==> src/rtl/masc_exec_issue.sv <==
`default_nettype none
// ============================================================================
// Module   : masc_exec_issue
// Purpose  : Issue/collect front end for the masc execute crypto unit.
//            Queues core requests, issues one per cycle to execute, and
//            collects flagged results into an in-order response queue.
//            Issue credits keep the response queue from overflowing.
//            A watchdog reclaims credits when a result never arrives.
// Revision : 1.0 - initial release
// ============================================================================
module masc_exec_issue #(
    parameter int REQ_DEPTH = 4,
    parameter int RSP_DEPTH = 4,
    parameter int TIMEOUT   = 64
) (
    input  logic        clk,
    input  logic        reset,
    input  logic        req_valid,
    output logic        req_ready,
    input  logic [31:0] req_instruction,
    input  logic [31:0] req_rs1,
    input  logic [31:0] req_rs2,
    input  logic [7:0]  req_bs,
    output logic [31:0] exe_instruction,
    output logic [31:0] exe_rs1,
    output logic [31:0] exe_rs2,
    output logic [7:0]  exe_bs,
    output logic        exe_valid,
    input  logic [32:0] exe_out,
    output logic        rsp_valid,
    input  logic        rsp_ready,
    output logic [31:0] rsp_data,
    output logic        busy,
    output logic        err
);

    localparam int c_OP_W  = 104;
    localparam int c_RQ_AW = $clog2(REQ_DEPTH);
    localparam int c_RQ_CW = $clog2(REQ_DEPTH + 1);
    localparam int c_RS_AW = $clog2(RSP_DEPTH);
    localparam int c_RS_CW = $clog2(RSP_DEPTH + 1);
    localparam int c_TW    = $clog2(TIMEOUT);

    // Request queue storage and bookkeeping
    logic [c_OP_W-1:0]  r_req_mem [REQ_DEPTH];
    logic [c_RQ_AW-1:0] r_req_wr;
    logic [c_RQ_AW-1:0] r_req_rd;
    logic [c_RQ_CW-1:0] r_req_count;

    // Response queue storage and bookkeeping
    logic [31:0]        r_rsp_mem [RSP_DEPTH];
    logic [c_RS_AW-1:0] r_rsp_wr;
    logic [c_RS_AW-1:0] r_rsp_rd;
    logic [c_RS_CW-1:0] r_rsp_count;

    logic [c_RS_CW-1:0] r_inflight;
    logic [c_TW-1:0]    r_timer;
    logic [31:0]        r_exe_instruction;
    logic [31:0]        r_exe_rs1;
    logic [31:0]        r_exe_rs2;
    logic [7:0]         r_exe_bs;
    logic               r_exe_valid;
    logic               r_err;

    logic               w_req_full;
    logic               w_req_push;
    logic               w_issue;
    logic [c_RS_CW-1:0] w_credits;
    logic               w_capture;
    logic               w_unexpected;
    logic               w_rsp_pop;
    logic               w_timeout;
    logic [c_OP_W-1:0]  w_req_head;

    // Credits count response slots not yet claimed by an issued op or a held result
    assign w_credits    = c_RS_CW'(RSP_DEPTH) - r_inflight - r_rsp_count;
    assign w_req_full   = (r_req_count == c_RQ_CW'(REQ_DEPTH));
    // Ready is masked during reset so the port reads 0 while reset is held
    assign req_ready    = !w_req_full && !reset;
    assign w_req_push   = req_valid && req_ready;
    assign w_issue      = (r_req_count != '0) && (w_credits != '0);
    assign w_capture    = exe_out[32] && (r_inflight != '0);
    assign w_unexpected = exe_out[32] && (r_inflight == '0);
    assign w_rsp_pop    = rsp_valid && rsp_ready;
    assign w_timeout    = !w_issue && !w_capture && (r_inflight != '0)
                          && (r_timer == c_TW'(TIMEOUT - 1));
    assign w_req_head   = r_req_mem[r_req_rd];

    // Request payload storage, written on accept
    always_ff @(posedge clk) begin
        if (w_req_push) begin
            r_req_mem[r_req_wr] <= {req_instruction, req_rs1, req_rs2, req_bs};
        end
    end

    // Request queue pointers and occupancy
    always_ff @(posedge clk) begin
        if (reset) begin
            r_req_wr    <= '0;
            r_req_rd    <= '0;
            r_req_count <= '0;
        end else begin
            if (w_req_push) r_req_wr <= r_req_wr + c_RQ_AW'(1);
            if (w_issue)    r_req_rd <= r_req_rd + c_RQ_AW'(1);
            case ({w_req_push, w_issue})
                2'b10:   r_req_count <= r_req_count + c_RQ_CW'(1);
                2'b01:   r_req_count <= r_req_count - c_RQ_CW'(1);
                default: r_req_count <= r_req_count;
            endcase
        end
    end

    // Execute-side registers: exe_valid pulses per issue, payload holds between issues
    always_ff @(posedge clk) begin
        if (reset) begin
            r_exe_instruction <= '0;
            r_exe_rs1         <= '0;
            r_exe_rs2         <= '0;
            r_exe_bs          <= '0;
            r_exe_valid       <= 1'b0;
        end else begin
            r_exe_valid <= w_issue;
            if (w_issue) begin
                r_exe_instruction <= w_req_head[103:72];
                r_exe_rs1         <= w_req_head[71:40];
                r_exe_rs2         <= w_req_head[39:8];
                r_exe_bs          <= w_req_head[7:0];
            end
        end
    end

    // Response payload storage, written on result capture
    always_ff @(posedge clk) begin
        if (w_capture) begin
            r_rsp_mem[r_rsp_wr] <= exe_out[31:0];
        end
    end

    // Response queue pointers and occupancy
    always_ff @(posedge clk) begin
        if (reset) begin
            r_rsp_wr    <= '0;
            r_rsp_rd    <= '0;
            r_rsp_count <= '0;
        end else begin
            if (w_capture) r_rsp_wr <= r_rsp_wr + c_RS_AW'(1);
            if (w_rsp_pop) r_rsp_rd <= r_rsp_rd + c_RS_AW'(1);
            case ({w_capture, w_rsp_pop})
                2'b10:   r_rsp_count <= r_rsp_count + c_RS_CW'(1);
                2'b01:   r_rsp_count <= r_rsp_count - c_RS_CW'(1);
                default: r_rsp_count <= r_rsp_count;
            endcase
        end
    end

    // Outstanding-op count, watchdog timer and sticky error flag
    always_ff @(posedge clk) begin
        if (reset) begin
            r_inflight <= '0;
            r_timer    <= '0;
            r_err      <= 1'b0;
        end else begin
            if (w_timeout) begin
                r_inflight <= '0;
            end else begin
                case ({w_issue, w_capture})
                    2'b10:   r_inflight <= r_inflight + c_RS_CW'(1);
                    2'b01:   r_inflight <= r_inflight - c_RS_CW'(1);
                    default: r_inflight <= r_inflight;
                endcase
            end
            if (w_issue || w_capture || w_timeout || (r_inflight == '0)) begin
                r_timer <= '0;
            end else begin
                r_timer <= r_timer + c_TW'(1);
            end
            if (w_timeout || w_unexpected) begin
                r_err <= 1'b1;
            end
        end
    end

    assign exe_instruction = r_exe_instruction;
    assign exe_rs1         = r_exe_rs1;
    assign exe_rs2         = r_exe_rs2;
    assign exe_bs          = r_exe_bs;
    assign exe_valid       = r_exe_valid;
    assign rsp_valid       = (r_rsp_count != '0);
    assign rsp_data        = rsp_valid ? r_rsp_mem[r_rsp_rd] : 32'h0;
    assign busy            = (r_req_count != '0) || (r_rsp_count != '0) || (r_inflight != '0);
    assign err             = r_err;

endmodule
`default_nettype wire

==> config.mk <==
export PLATFORM = sky130hd
export DESIGN_NAME = masc_exec_issue
export DESIGN_NICKNAME = d
export VERILOG_FILES = /design/src/rtl/masc_exec_issue.sv
export SDC_FILE = /design/constraint.sdc
export NUM_CORES = 1
export LEC_CHECK = 0
export CAP_MARGIN = 20
export CORE_ASPECT_RATIO = 1.25
export CORE_MARGIN = 2
export CORE_UTILIZATION = 40
export CTS_BUF_LIST = sky130_fd_sc_hd__clkbuf_16
export CTS_CLUSTER_SIZE = 8
export DETAILED_ROUTE_END_ITERATION = 16
export PLACE_DENSITY = 0.68
export SETUP_SLACK_MARGIN = 0.5
export SKIP_LAST_GASP = 1
export SYNTH_ARGS = -nofsm -noshare
export SYNTH_HDL_FRONTEND = slang
export SYNTH_SLANG_ARGS = --single-unit
==> constraint.sdc <==
create_clock -name clk -period 6.4 [get_ports clk]
set_clock_uncertainty 0.2 [all_clocks]
set_input_delay 1.92 -clock clk [delete_from_list [all_inputs] [get_ports clk]]
set_output_delay 1.92 -clock clk [all_outputs]
set_load 0.01 [all_outputs]
==> results.sh <==
export IMPL_status="completed"
export IMPL_period_needed_ps=5150
export IMPL_die_x_um=229
export IMPL_antenna_found_initial=16
export IMPL_fmax_mhz=194
export IMPL_track_usage=0.168
export IMPL_p_clk_frac=0.351
export IMPL_multi_input_area_um2=5980
export IMPL_wl_um=54400
export IMPL_required_ps=4280
export IMPL_post_cts_resized=0
export IMPL_die_area_um2=65400
export IMPL_globalplace_congestion=0.732
export IMPL_intPower_mw=9.58
export IMPL_postCtsSetupBuffers=0
export IMPL_ys_warn_count=0
export IMPL_reg2reg_slack_ps=2510
export IMPL_place_area_um2=29100
export IMPL_synth_edf_count=544
export IMPL_drive_above_1_share=0.158
export IMPL_crit_cells=4
export IMPL_clock_sinks=675
export IMPL_rsz0062_at_grt="no"
export IMPL_synth_common_cells="edfxtp_1, nand2_1, mux4_2"
export IMPL_synthSimpleGateAreaFrac=0.0524
export IMPL_yosysMostFrequentCell="edfxtp_1"
export IMPL_p_seq_frac=0.415
export IMPL_ctsLongestPathBuffers=3
export IMPL_die_h_um=285
export IMPL_avgSynthCellArea_um2=18.6
export IMPL_ff2ff_path_depth=9
export IMPL_synth_top_area_share=0.644
export IMPL_synthTopCellsByArea="edfxtp_1, mux4_2, dfxtp_1"
export IMPL_cts_buffers=95
export IMPL_fin_crit_sh=0.804
export IMPL_hp_class="reg -> reg"
export IMPL_place_hpwl_um=33200
export IMPL_clkTransAtPathRegs_ps=50
export IMPL_vdd_ir_drop_worst_mv=0.289
export IMPL_comb_power_share=0.234
export IMPL_fp_coreArea_um2=62900
export IMPL_grt_max_degree=104
export IMPL_critPathArrivalTime_ps=3030
export IMPL_syn_nets=1522
export IMPL_powerDensity_nw_per_um2=410
export IMPL_io_pins=282
export IMPL_synthArstFlopShare=0
export IMPL_drcViolationCount=0
export IMPL_synth_adder_area_share=0.0103
export IMPL_syn_inst=1362
export IMPL_ant_nets=0
export IMPL_grt_pass1_vias=14100
export IMPL_path_buf_inv=2
export IMPL_dr_first_iter_drc_count=818
export IMPL_syn_area_um2=25400
export IMPL_synth_xor_area_share=0.00622
export IMPL_setup_viol=0
export IMPL_sw_frac_of_total=0.271
export IMPL_start_util=0.403
export IMPL_worstMarginPinSlew_ps=1050
export IMPL_vias=13100
export IMPL_hold_violations=0
export IMPL_holdWs_ps=230
export IMPL_setup_tns_ps=0
export IMPL_slowest_stage="dfxtp_2"
export IMPL_drtPass1Iterations=4
export IMPL_vias_per_cell=5.01
export IMPL_rows=103
export IMPL_path_delay_family="buffers and inverters"
export IMPL_worst_path_largest_cell_delay_ps=820
export IMPL_htree_levels=3
export IMPL_synth_seq_area_share=0.748
export IMPL_slew_headroom=0.298
export IMPL_synth_top_family_by_area="multiplexers"
export IMPL_grt_ovfl_total=0
export IMPL_p_leak_nw=11.2
export IMPL_grt_pass1_wl_um=83600
export IMPL_cap_violations=0
export IMPL_hold_depth=1
export IMPL_cts_hold_buf=0
export IMPL_critPathMaxFanout=21
export IMPL_cts_tree="done"
export IMPL_synth_flop_cell="edfxtp_1"
export IMPL_clkLatencyLatePin_ps=650
export IMPL_synth_distinct_cells=35
export IMPL_wl_per_cell_um=20.8
export IMPL_end_kind="output pin"
export IMPL_nets=1849
export IMPL_regArea_um2=19000
export IMPL_start_kind="flop"
export IMPL_synth_compound_area_frac=0.00380
export IMPL_synth_seq_cells=675
export IMPL_path_cells="buf_4 > mux4_2 > and2_1 > clkdlybuf4s50_1"
export IMPL_netSwitchingPower_mw=3.56
export IMPL_finalMaxSlewViolations=0
export IMPL_portBuffers=281
export IMPL_fillers=5155
export IMPL_critPathKind="reg -> out"
export IMPL_root_buffer="clkbuf_16"
export IMPL_design_area_um2=32000
export IMPL_yosysTopAreaCell="edfxtp_1"
export IMPL_muxShareOfSynthArea=0.162
export IMPL_area_growth_pct=26.3
==> flip-flops by register name, summed over array words and instances (netlist names), named ones only <==
name	count
exe_instruction	32
exe_rs1	32
r_req_count	3
exe_valid	1
exe_rs2	32
r_inflight	3
r_rsp_rd	2
r_req_wr	2
r_rsp_count	3
r_req_rd	2
r_timer	6
r_rsp_mem	128
r_rsp_wr	2
err	1
r_req_mem	416
exe_bs	8
==> stage by stage <==
step	std cells	total power [mW]	worst slack (ps)	utilization
3_3_place_gp	2431	8.59	1600	0.463
6_report	2614	13.1	1250	0.509
4_1_cts	2610	13.3	1100	0.509
3_5_place_dp	2432	8.67	1560	0.463
5_1_grt	2613	13.8	1000	0.509
2_1_floorplan	1362	7.54	622	-
==> layout by cell type, fill, tap and decap left out, drive strengths merged, types with 2 or more instances in the layout <==
cell and n:
edfxtp 544, clkdlybuf4s50 280, nand2 191, mux4 136
dfxtp 131, mux2i 104, clkbuf 98, inv 94
and2 37, nor2 24, buf 23, nand2b 22
ha 16, xor2 9, xnor2 9, a21oi 9
and3 8, clkinv 6, or3 5, diode 4
nor3 4, nand3 4, fa 3, o21ai 2
==> power groups by stage <==
stage	registers (mW)	clock network (mW)	logic (mW)
floorplan	5.44	0	2.10
global placement	5.56	0	3.03
detailed placement	5.54	0	3.13
CTS	5.47	4.73	3.14
global route	5.50	4.93	3.33
finish	5.45	4.61	3.07
==> layout make-up <==
type / instances / area share
Sequential cell: 675 / 0.592
Multi-Input combinational cell: 593 / 0.187
Timing Repair Buffer: 303 / 0.0954
Clock buffer: 98 / 0.0766
Tap cell: 840 / 0.0328
Clock inverter: 80 / 0.0136
Inverter: 21 / 0.00262
Antenna cell: 4 / 0.000312
==> kinds of logic after synthesis <==
logic type	count (synthesis)
flip-flops	675
multiplexers	241
AO/OA/AOI/OAI	16
adder cells (fa/ha/maj)	19
XOR/XNOR	18
AND/OR/NAND/NOR	299
buffers and inverters	94
==> per-layer routing <==
layer | track usage | wire length [µm] | vias up
met4 | 0.0563 | 1080 | 22
met1 | 0.209 | 22000 | 6683
li1 | - | - | 5891
met5 | 0 | 138 | -
met2 | 0.278 | 27000 | 398
met3 | 0.0565 | 4140 | 101
==> path summary, 6_finish.rpt <==
kind / startpoint / endpoint
max reg2reg: r_inflight[0] / exe_rs1[9]
min reg2reg: r_timer[0] / r_timer[0]
min: r_timer[0] / r_timer[0]
max: flop / rsp_data[8]
Note: power is estimated with default switching activity, not from simulation.
